===== config.mk =====
export PLATFORM = sky130hd
export DESIGN_NAME = fifo_drain_ctrl
export DESIGN_NICKNAME = d
export VERILOG_FILES = /design/src/rtl/fifo_drain_ctrl.sv
export SDC_FILE = /design/constraint.sdc
export NUM_CORES = 1
export LEC_CHECK = 0
export CAP_MARGIN = 20
export CORE_MARGIN = 10
export CORE_UTILIZATION = 57
export DETAILED_ROUTE_END_ITERATION = 16
export GPL_TIMING_DRIVEN = 0
export HOLD_SLACK_MARGIN = 0.06
export PLACE_DENSITY = 0.85
export SETUP_SLACK_MARGIN = 0.5
export SLEW_MARGIN = 20
export SYNTH_ARGS = -nofsm -noshare
export SYNTH_HDL_FRONTEND = slang
export SYNTH_SLANG_ARGS = --single-unit

===== constraint.sdc =====
create_clock -name clk -period 5.4 [get_ports clk]
set_input_delay 1.08 -clock clk [delete_from_list [all_inputs] [get_ports clk]]
set_output_delay 1.08 -clock clk [all_outputs]
set_load 0.01 [all_outputs]

===== src/rtl/fifo_drain_ctrl.sv =====
// Read-side burst sequencer for the bridge async FIFO with a 2-entry skid buffer.
// Define FIFO_DRAIN_TIMEOUT_EN to abort bursts starved for TIMEOUT_CYCLES cycles.
module fifo_drain_ctrl #(
    parameter int DATA_WIDTH     = 8,
    parameter int LEN_W          = 8,
    parameter int TIMEOUT_CYCLES = 255
) (
    input  logic                  clk,
    input  logic                  rst,
    input  logic                  start,
    input  logic [LEN_W-1:0]      burst_len,
    output logic                  busy,
    output logic                  done,
    output logic                  err,
    output logic                  fifo_rd_en,
    input  logic                  fifo_empty,
    input  logic [DATA_WIDTH-1:0] fifo_dout,
    output logic                  out_valid,
    input  logic                  out_ready,
    output logic [DATA_WIDTH-1:0] out_data,
    output logic                  out_last
);

    typedef enum logic [1:0] {
        S_IDLE,
        S_RUN,
        S_DONE
    } state_t;

    localparam logic [LEN_W-1:0] LEN_ONE = LEN_W'(1);

    state_t                  state;
    logic [LEN_W-1:0]        issue_cnt;
    logic [LEN_W-1:0]        deliv_cnt;
    logic [DATA_WIDTH-1:0]   skid0;
    logic [DATA_WIDTH-1:0]   skid1;
    logic [1:0]              occ;
    logic                    inflight;
    logic                    pop;
    logic                    tmo;
    logic [2:0]              fill;

    assign pop       = out_valid & out_ready;
    assign fill      = {1'b0, occ} + {2'b00, inflight};
    assign out_valid = (occ != 2'd0);
    assign out_data  = skid0;
    assign out_last  = out_valid & (deliv_cnt == LEN_ONE);

    // Reads are limited so captured words can never overflow the skid.
    assign fifo_rd_en = !rst && (state == S_RUN) && (issue_cnt != '0)
                        && !fifo_empty && !tmo
                        && (fill < (3'd2 + {2'b00, pop}));

`ifdef FIFO_DRAIN_TIMEOUT_EN
    localparam int SW = $clog2(TIMEOUT_CYCLES + 1);

    logic [SW-1:0] stall_cnt;

    always_ff @(posedge clk) begin
        if (rst || state != S_RUN) begin
            stall_cnt <= '0;
            tmo       <= 1'b0;
        end else if (fifo_rd_en) begin
            stall_cnt <= '0;
        end else if (issue_cnt != '0 && fifo_empty && !tmo) begin
            stall_cnt <= stall_cnt + SW'(1);
            if (stall_cnt == SW'(TIMEOUT_CYCLES - 1)) begin
                tmo <= 1'b1;
            end
        end
    end
`else
    assign tmo = 1'b0;
`endif

    always_ff @(posedge clk) begin
        if (rst) begin
            state     <= S_IDLE;
            issue_cnt <= '0;
            deliv_cnt <= '0;
            skid0     <= '0;
            skid1     <= '0;
            occ       <= 2'd0;
            inflight  <= 1'b0;
            busy      <= 1'b0;
            done      <= 1'b0;
            err       <= 1'b0;
        end else begin
            done     <= 1'b0;
            inflight <= fifo_rd_en;
            if (fifo_rd_en) begin
                issue_cnt <= issue_cnt - LEN_ONE;
            end
            if (pop) begin
                deliv_cnt <= deliv_cnt - LEN_ONE;
            end

            // Capture lands at the tail; a pop shifts the head forward.
            unique case ({inflight, pop})
                2'b10: begin
                    if (occ == 2'd0) begin
                        skid0 <= fifo_dout;
                    end else begin
                        skid1 <= fifo_dout;
                    end
                    occ <= occ + 2'd1;
                end
                2'b01: begin
                    skid0 <= skid1;
                    occ   <= occ - 2'd1;
                end
                2'b11: begin
                    if (occ == 2'd1) begin
                        skid0 <= fifo_dout;
                    end else begin
                        skid0 <= skid1;
                        skid1 <= fifo_dout;
                    end
                end
                default: ;
            endcase

            unique case (state)
                S_IDLE, S_DONE: begin
                    if (start) begin
                        err <= 1'b0;
                        if (burst_len != '0) begin
                            issue_cnt <= burst_len;
                            deliv_cnt <= burst_len;
                            busy      <= 1'b1;
                            state     <= S_RUN;
                        end else begin
                            done  <= 1'b1;
                            state <= S_DONE;
                        end
                    end else begin
                        state <= S_IDLE;
                    end
                end
                S_RUN: begin
                    if (pop && out_last) begin
                        busy  <= 1'b0;
                        done  <= 1'b1;
                        state <= S_DONE;
                    end else if (tmo && occ == 2'd0 && !inflight) begin
                        busy  <= 1'b0;
                        done  <= 1'b1;
                        err   <= 1'b1;
                        state <= S_DONE;
                    end
                end
                default: state <= S_IDLE;
            endcase
        end
    end

endmodule

; Word-level counts from Yosys, hierarchy flattened
; Index checks and enable logic that the tools add are counted.
[totals]
in_bits = 21
register_bits = 39
output_inout_bits = 14
wordCells = 78
[classes]
n_reduce_logical = 20
add_sub_neg = 6
n_mux = 27
n_bitwise = 2
eq_ne = 13
magnitude_cmp = 1
[op_table]
columns = operator, count
row1 = $mux 8, 12
row2 = $pmux 8 s3, 1
row3 = $pmux 8 s2, 1
row4 = $reduce_bool 8->1, 2
row5 = $sub 8x1->8 const B, 2
row6 = $ne 2x2->1 const B, 5
row7 = $eq 8x1->1 const B, 1
row8 = $pmux 2 s2, 2
row9 = $reduce_bool 2->1, 4
row10 = $eq 2x1->1 const B, 3
row11 = $eq 2x2->1 const B, 3
row12 = $mux 1, 6
row13 = $mux 2, 3
row14 = $logic_and 1x1->1, 5
row15 = $logic_not 2->1, 2
row16 = $pmux 1 s2, 2
row17 = $reduce_and 4->1, 1
row18 = $add 2x1->3, 1
row19 = $add 2x1->3 const A, 1
row20 = $lt 3x3->1, 1
row21 = $reduce_and 3->1, 1
row22 = $reduce_bool 3->1, 1
row23 = $add 2x1->2 const B, 1
row24 = $and 1x1->1, 2
row25 = 5 further kinds, 6

; Longest topological paths before layout
; Gate-level depths: netlist of run 1.
[depth]
word_depth = 9
mapped_depth = 11
ltp_nobuf = 9

; Worst setup path before layout of run 1
; No wires, ideal clock.
[synth_path]
path_kind = input-to-output
start = in rst
end = out fifo_rd_en
arrival_ps = 1858
stages = 4
path_slack_ps = 2462
t_required_ps = 4320
path_cell_list = clkbuf_1 -> nor3_2 -> o211ai_2 -> nor2_1
[synth_via]
elab_chain_cells = 5
[synth_lines]
columns = item, line_no
row1 = start: declaration, 9  ; input logic rst,
row2 = $logic_not 1->1, 50  ; assign fifo_rd_en = !rst && (state == S_RUN) && (issue_cnt != '0)
row3 = $logic_and 1x1->1 (2 in a row), 50
row4 = $logic_and 1x1->1, 51  ; && !fifo_empty && !tmo
row5 = $logic_and 1x1->1, 52  ; && (fill < (3'd2 + {2'b00, pop}));
row6 = end: declaration, 15  ; output logic fifo_rd_en,
; Every way passes these cells.

; Final worst setup path of run 1
[layout_path]
start = in out_ready
end = out fifo_rd_en
[layout_via]
elab_chain_cells = 4
[layout_lines]
columns = item, line_no
row1 = start: declaration, 19  ; input logic out_ready,
row2 = $and 1x1->1, 43  ; assign pop = out_valid & out_ready;
row3 = $add 2x1->3, 52
row4 = $lt 3x3->1, 52
row5 = $logic_and 1x1->1, 52
; Every way passes these cells.

==> summary.txt, run 1 <==
Drt
  • Post-route ant nets: 0
  • WL final: 5192 µm
  • Routed vias: 1879
  • First-iteration detailed-routing DRC count: 153
  • Post-DR wirelength/cell: 15.78 µm
  • # DRC: 0
  • Vias per cell: 5.711
  • Pre-antenna DRT Iters: 4

Synth
  • YS warnings: 0
  • Synth top area cells: dfxtp_1, ha_1, nor2_1, mux2i_1, a211oi_1
  • Top FF cell, synth: dfxtp_1
  • Area share of the largest cell type after synthesis: 0.3705
  • Number of synthesized register bits: 39
  • Netlist cell types: 54
  • EDFF count, synth: 0
  • Seq/Total Area, Yosys: 0.3705
  • Most common cell in the synthesized netlist: dfxtp_1
  • Mapped Area: 0.002107 mm²
  • Synth cell count leaders: dfxtp_1, nor2_1, nand2_1
  • Cells after Synth: 241
  • Synth area leader: dfxtp_1
  • Synth Area per Inst: 8.743 µm²
  • Syn_nets: 273
  • Async S/R FF share, synth: 0

Timing
  • Rel. slew slack: 0.3714
  • Final Skew: 0.005015 ns
  • Fin crit period: 4.067 ns
  • Pins Over Slew Limit: 0
  • Tightest Pin Transition: 0.9330 ns
  • Final setup fails: 0
  • Final period util: 0.7531
  • Min Hold Slack: 0.4911 ns
  • Final Hold Fails: 0
  • RSZ-0062 raised after global routing: false
  • Achievable Freq: 245.9 MHz
  • Aggregate negative setup slack: 0 ns

Global route
  • Total grt overflow: 0
  • First-pass GRT wire length: 8825 µm
  • Antenna violations before repair: 0
  • Largest net degree at the start of global routing: 14
  • Vias in the first global route: 1854
  • Total GRT Usage: 0.1701

Clock tree
  • Post_cts resized: 0
  • Hold Buf Count CTS: 0
  • Worst-path clk slew: 0.08 ns
  • CTS tree: yes
  • Setup bufs post-CTS: 0
  • CTS Buf Count: 5
  • Worst skew pair latency: 0.30 ns
  • CTS max path bufs: 2
  • H-tree levels: 2
  • Clk sinks: 39
  • Clk root buf: clkbuf_8

Setup path
  • Critical path endpoint category: output port
  • Crit Path Class: in -> out
  • FF-to-FF Start: occ[1]
  • Critical path arrival: 2.99 ns
  • Worst endpoint required time: 4.32 ns
  • Setup crit start: out_ready
  • CP startpoint kind: primary input
  • Worst-path fanout max: 10

Cells and area
  • Number of fill cells: 285
  • Ant diodes: 0
  • Share of cells above drive strength 1: 0.09964
  • Syn-to-layout area delta: 23.40%
  • Final nets: 312
  • Final instance count without filler cells: 329

Die
  • Die Y: 80.80 µm
  • Die ar.: 0.006529 mm²
  • Number of placed I/O pins: 35
  • Die width: 80.80 µm
  • Initial cell density of the core: 0.5843
  • Std cell rows: 22
  • Core box area: 0.003606 mm²

Power
  • Pwr Total: 1050 µW
  • Pwr dens: 403.7 mW/mm²
  • Leakage: 0.001057 µW
  • Maximum vdd ir drop: 0.2141 mV

Placed design
  • Placed Cells: 321
  • GPL Wtd Cong: 0.8964
  • Dpl hpwl: 3765 µm
  • IO Port Bufs: 32

Hold path
  • Hold path start: busy
  • Min-delay worst type: reg -> reg

Run
  • Max Cap Viol: 0

Outcome
  • Status: finished, final reports clean
## layer usage
layer	GRT usage	vias up	share of wire
li1	-	938	-
met1	0.2009	889	0.45
met2	0.2834	45	0.48
met3	0.05188	7	0.051
met4	0.06574	0	0.016
met5	0	-	0
## state kept, by name, summed over array words and instances (netlist names)
register and cells:
done 1, occ 2, inflight 1, skid1 8, state 2, deliv_cnt 8
out_data 8, issue_cnt 8, busy 1
## worst paths after layout
| check | endpoint | slack (ns) | cells past startpoint |
|---|---|---|---|
| worst max-delay path | fifo_rd_en | 1.33 | 5 |
| worst min-delay path | busy | 0.49 | 2 |
| worst max register to register | out_data[3] | 2.93 | 9 |
| worst min register to register | busy | 0.49 | 2 |
## cell families after synthesis
family / count (synthesis) / share of synthesized area
buffers and inverters: 24 / 0.05641
multiplexers: 8 / 0.03801
XOR/XNOR: 8 / 0.03326
AO/OA/AOI/OAI: 51 / 0.1799
flip-flops: 39 / 0.3705
AND/OR/NAND/NOR: 99 / 0.2547
adder cells (fa/ha/maj): 11 / 0.06532
other: 1 / 0.001780
## report_power, final
part | total, µW | internal [µW] | switching (µW)
Combinational | 422 | 202 | 220
Sequential | 380 | 339 | 40.9
Clock | 247 | 138 | 110
Total | 1050 | 679 | 371
## through the flow
step,instance area (µm²),utilization,worst slack [ns]
after floorplan,2107,-,2.462
after global placement,2487,0.6898,1.397
after detailed placement,2487,0.6898,1.366
after CTS,2600,0.7210,1.346
after global routing,2600,0.7210,1.239
final,2600,0.7210,1.333
## layout make-up
| class | count | area [µm²] | area share |
|---|---|---|---|
| Multi-Input combinational cell | 178 | 1207 | 0.4644 |
| Sequential cell | 39 | 780.7 | 0.3003 |
| Timing Repair Buffer | 32 | 320.3 | 0.1232 |
| Buffer | 12 | 73.82 | 0.02839 |
| Clock buffer | 5 | 68.82 | 0.02647 |
| Tap cell | 48 | 60.06 | 0.02310 |
| Inverter | 12 | 45.04 | 0.01732 |
| Clock inverter | 3 | 43.79 | 0.01684 |
## critical path, cell delays in order
cell             delay, ns
clkdlybuf4s50_1       0.61
nor3b_2               0.30
o211ai_2              0.21
nor2_1                0.20
clkdlybuf4s50_1       0.57
## cells in the final DEF (no fill, tap or decap), types with 3 or more instances in the layout
cell,count
dfxtp_1,39
nor2_1,32
clkdlybuf4s50_1,32
nand2_1,18
inv_1,12
ha_1,11
a22oi_1,10
a211oi_1,10
nand3_1,8
mux2i_1,8
o211ai_1,7
xor2_1,6
clkbuf_1,5
a21oi_1,5
clkbuf_8,5
nor2b_1,4
o21ai_0,4
or3_1,4
buf_6,3
and3_1,3
nor3_1,3
o21ai_1,3
or4_1,3
Power figures use the tool's default switching activity.
==> run 2, diff against run 1 <==
--- a/config.mk
+++ b/config.mk
@@ -7,11 +7,11 @@
 export LEC_CHECK = 0
 export CAP_MARGIN = 20
 export CORE_MARGIN = 10
-export CORE_UTILIZATION = 57
+export CORE_UTILIZATION = 53
 export DETAILED_ROUTE_END_ITERATION = 16
 export GPL_TIMING_DRIVEN = 0
 export HOLD_SLACK_MARGIN = 0.06
-export PLACE_DENSITY = 0.85
+export PLACE_DENSITY = 0.8
 export SETUP_SLACK_MARGIN = 0.5
 export SLEW_MARGIN = 20
 export SYNTH_ARGS = -nofsm -noshare
==> constraint.sdc (replaced) <==
create_clock -name clk -period 4.2 [get_ports clk]
set_input_delay 0.84 -clock clk [delete_from_list [all_inputs] [get_ports clk]]
set_output_delay 0.84 -clock clk [all_outputs]
set_load 0.01 [all_outputs]
==> run 2 against run 1 <==
Net effect:
- critical endpoint unchanged
- sequential power rose by 29%
- register-to-register slack got worse by 1.3 ns
- via count rose by 0.80%
- largest cell class unchanged
- clock-buffer cell count did not move
==> summary.txt, run 2 (synthesis gave the netlist of run 1 again) <==
Setup path
  • Critical path endpoint category: output port
  • Setup crit start: out_ready
  • CP cell instances: clkdlybuf4s50_1 > nor3b_2 > o211ai_2 > nor2_1 > clkdlybuf4s50_1
  • Worst path most repeated cell: clkdlybuf4s50_1
  • CP max stage cell: clkdlybuf4s50_1
  • Worst-path fanout max: 10
  • Critical R2R Capture: out_data[4]
  • Worst endpoint required time: 3.36 ns
  • Reg2Reg Depth: 9
  • CP endpoint: fifo_rd_en
  • Critical path arrival: 2.71 ns
  • CP startpoint kind: primary input
  • CP peak stage delay: 0.60 ns
  • Crit Path Class: in -> out
  • FF-to-FF Start: occ[1]
  • R2r setup slk: 1.67 ns

Cells and area
  • Final instance count without filler cells: 329
  • Syn-to-layout area delta: 23.57%
  • Number of fill cells: 333
  • Most frequent cells in the layout: dfxtp_1, nor2_1, clkdlybuf4s50_1
  • Share of cells above drive strength 1: 0.09964
  • Final nets: 312
  • Most common cell after layout, fill and taps aside: dfxtp_1
  • Ant diodes: 0

Timing
  • Rel. slew slack: 0.3504
  • Aggregate negative setup slack: 0 ns
  • Fin crit period: 3.545 ns
  • RSZ-0062 raised after global routing: false
  • Final Skew: 0.004714 ns
  • Achievable Freq: 282.1 MHz
  • Final period util: 0.8441
  • Tightest Pin Transition: 0.9641 ns
  • Pins Over Slew Limit: 0
  • Final setup fails: 0
  • Final Hold Fails: 0

Clock tree
  • Worst-path clk slew: 0.08 ns
  • CTS tree: yes
  • Worst skew pair latency: 0.30 ns
  • Post_cts resized: 0
  • Clk root buf: clkbuf_8
  • CTS Buf Count: 5
  • H-tree levels: 2
  • CTS max path bufs: 2
  • Setup bufs post-CTS: 0
  • Clk sinks: 39
  • Hold Buf Count CTS: 0

Drt
  • Routed vias: 1894
  • WL final: 5280 µm
  • Post-DR wirelength/cell: 16.05 µm
  • Post-route ant nets: 0
  • Vias per cell: 5.757
  • Pre-antenna DRT Iters: 4
  • # DRC: 0
  • First-iteration detailed-routing DRC count: 190

Global route
  • Vias in the first global route: 1912
  • Antenna violations before repair: 0
  • Largest net degree at the start of global routing: 15
  • Total GRT Usage: 0.1561
  • First-pass GRT wire length: 9225 µm
  • Total grt overflow: 0

Run
  • Max Cap Viol: 0

Power
  • Pwr dens: 522.7 mW/mm²
  • Maximum vdd ir drop: 0.3790 mV
  • Leakage: 0.001057 µW
  • Pwr Total: 1361 µW

Die
  • Std cell rows: 22
  • Die width: 83.05 µm
  • Core box area: 0.003744 mm²
  • Initial cell density of the core: 0.5628
  • Die Y: 83.05 µm
  • Die ar.: 0.006897 mm²
  • Number of placed I/O pins: 35

Placed design
  • IO Port Bufs: 32
  • Dpl hpwl: 3888 µm
  • GPL Wtd Cong: 0.8854
  • Placed Cells: 321

Hold path
  • Hold path start: busy
  • Hold Path Stages: 2
  • Min-delay worst type: reg -> reg

Outcome
  • Status: finished, final reports clean
## run 2: changes by cell type in the layout (fill, tap and decap cells not counted), sizes merged
cell and delta:
clkinv -1, inv +1
## run 2: layer usage
layer  GRT usage  up-vias  wire length [µm]
met4     0.05692        0                78
met3     0.03906       11               281
li1            -      934                 -
met1      0.1879      891              2390
met2      0.2598       58              2530
met5           0        -                 0
## run 2: worst min path at each step
stage | to | slack, ns
2_1_floorplan | skid1[0] | 0.46
3_3_place_gp | busy | 0.47
3_5_place_dp | busy | 0.48
4_1_cts | busy | 0.50
5_1_grt | busy | 0.52
6_report | busy | 0.50
## run 2: cell type report
cell class / instances / area, µm² / share of cell area
multi-input cells: 178 / 1207 / 0.4637
flip-flops and latches: 39 / 780.7 / 0.2999
repair buffers: 32 / 320.3 / 0.1230
plain buffers: 12 / 73.82 / 0.02835
clock buffers: 5 / 68.82 / 0.02643
well taps: 48 / 60.06 / 0.02307
clock inverters: 3 / 47.55 / 0.01826
inverters: 12 / 45.04 / 0.01730
## run 2: worst max-delay path, delay by kind of cell
kind / cells / cell delay [ns]
compound gates: 1 / 0.21
buf+inv: 2 / 1.18
simple gates: 2 / 0.48
## run 2: stage by stage
step                      utilization  hold slack (ns)  setup slack, ns  instance area (µm²)
final                          0.6955           0.4971           0.6549                 2604
after floorplan                     -           0.4643            1.742                 2107
after global placement         0.6644           0.4716           0.6775                 2487
after detailed placement       0.6644           0.4829           0.6781                 2487
after global routing           0.6955           0.5221           0.5392                 2604
after CTS                      0.6955           0.4993           0.6685                 2604
## run 2: report_power, final
part	internal (µW)	leakage, µW	switching [µW]
registers	436	0.000319	54.2
logic	259	0.000680	286
clock network	180	0.0000587	145
total	876	0.00106	485
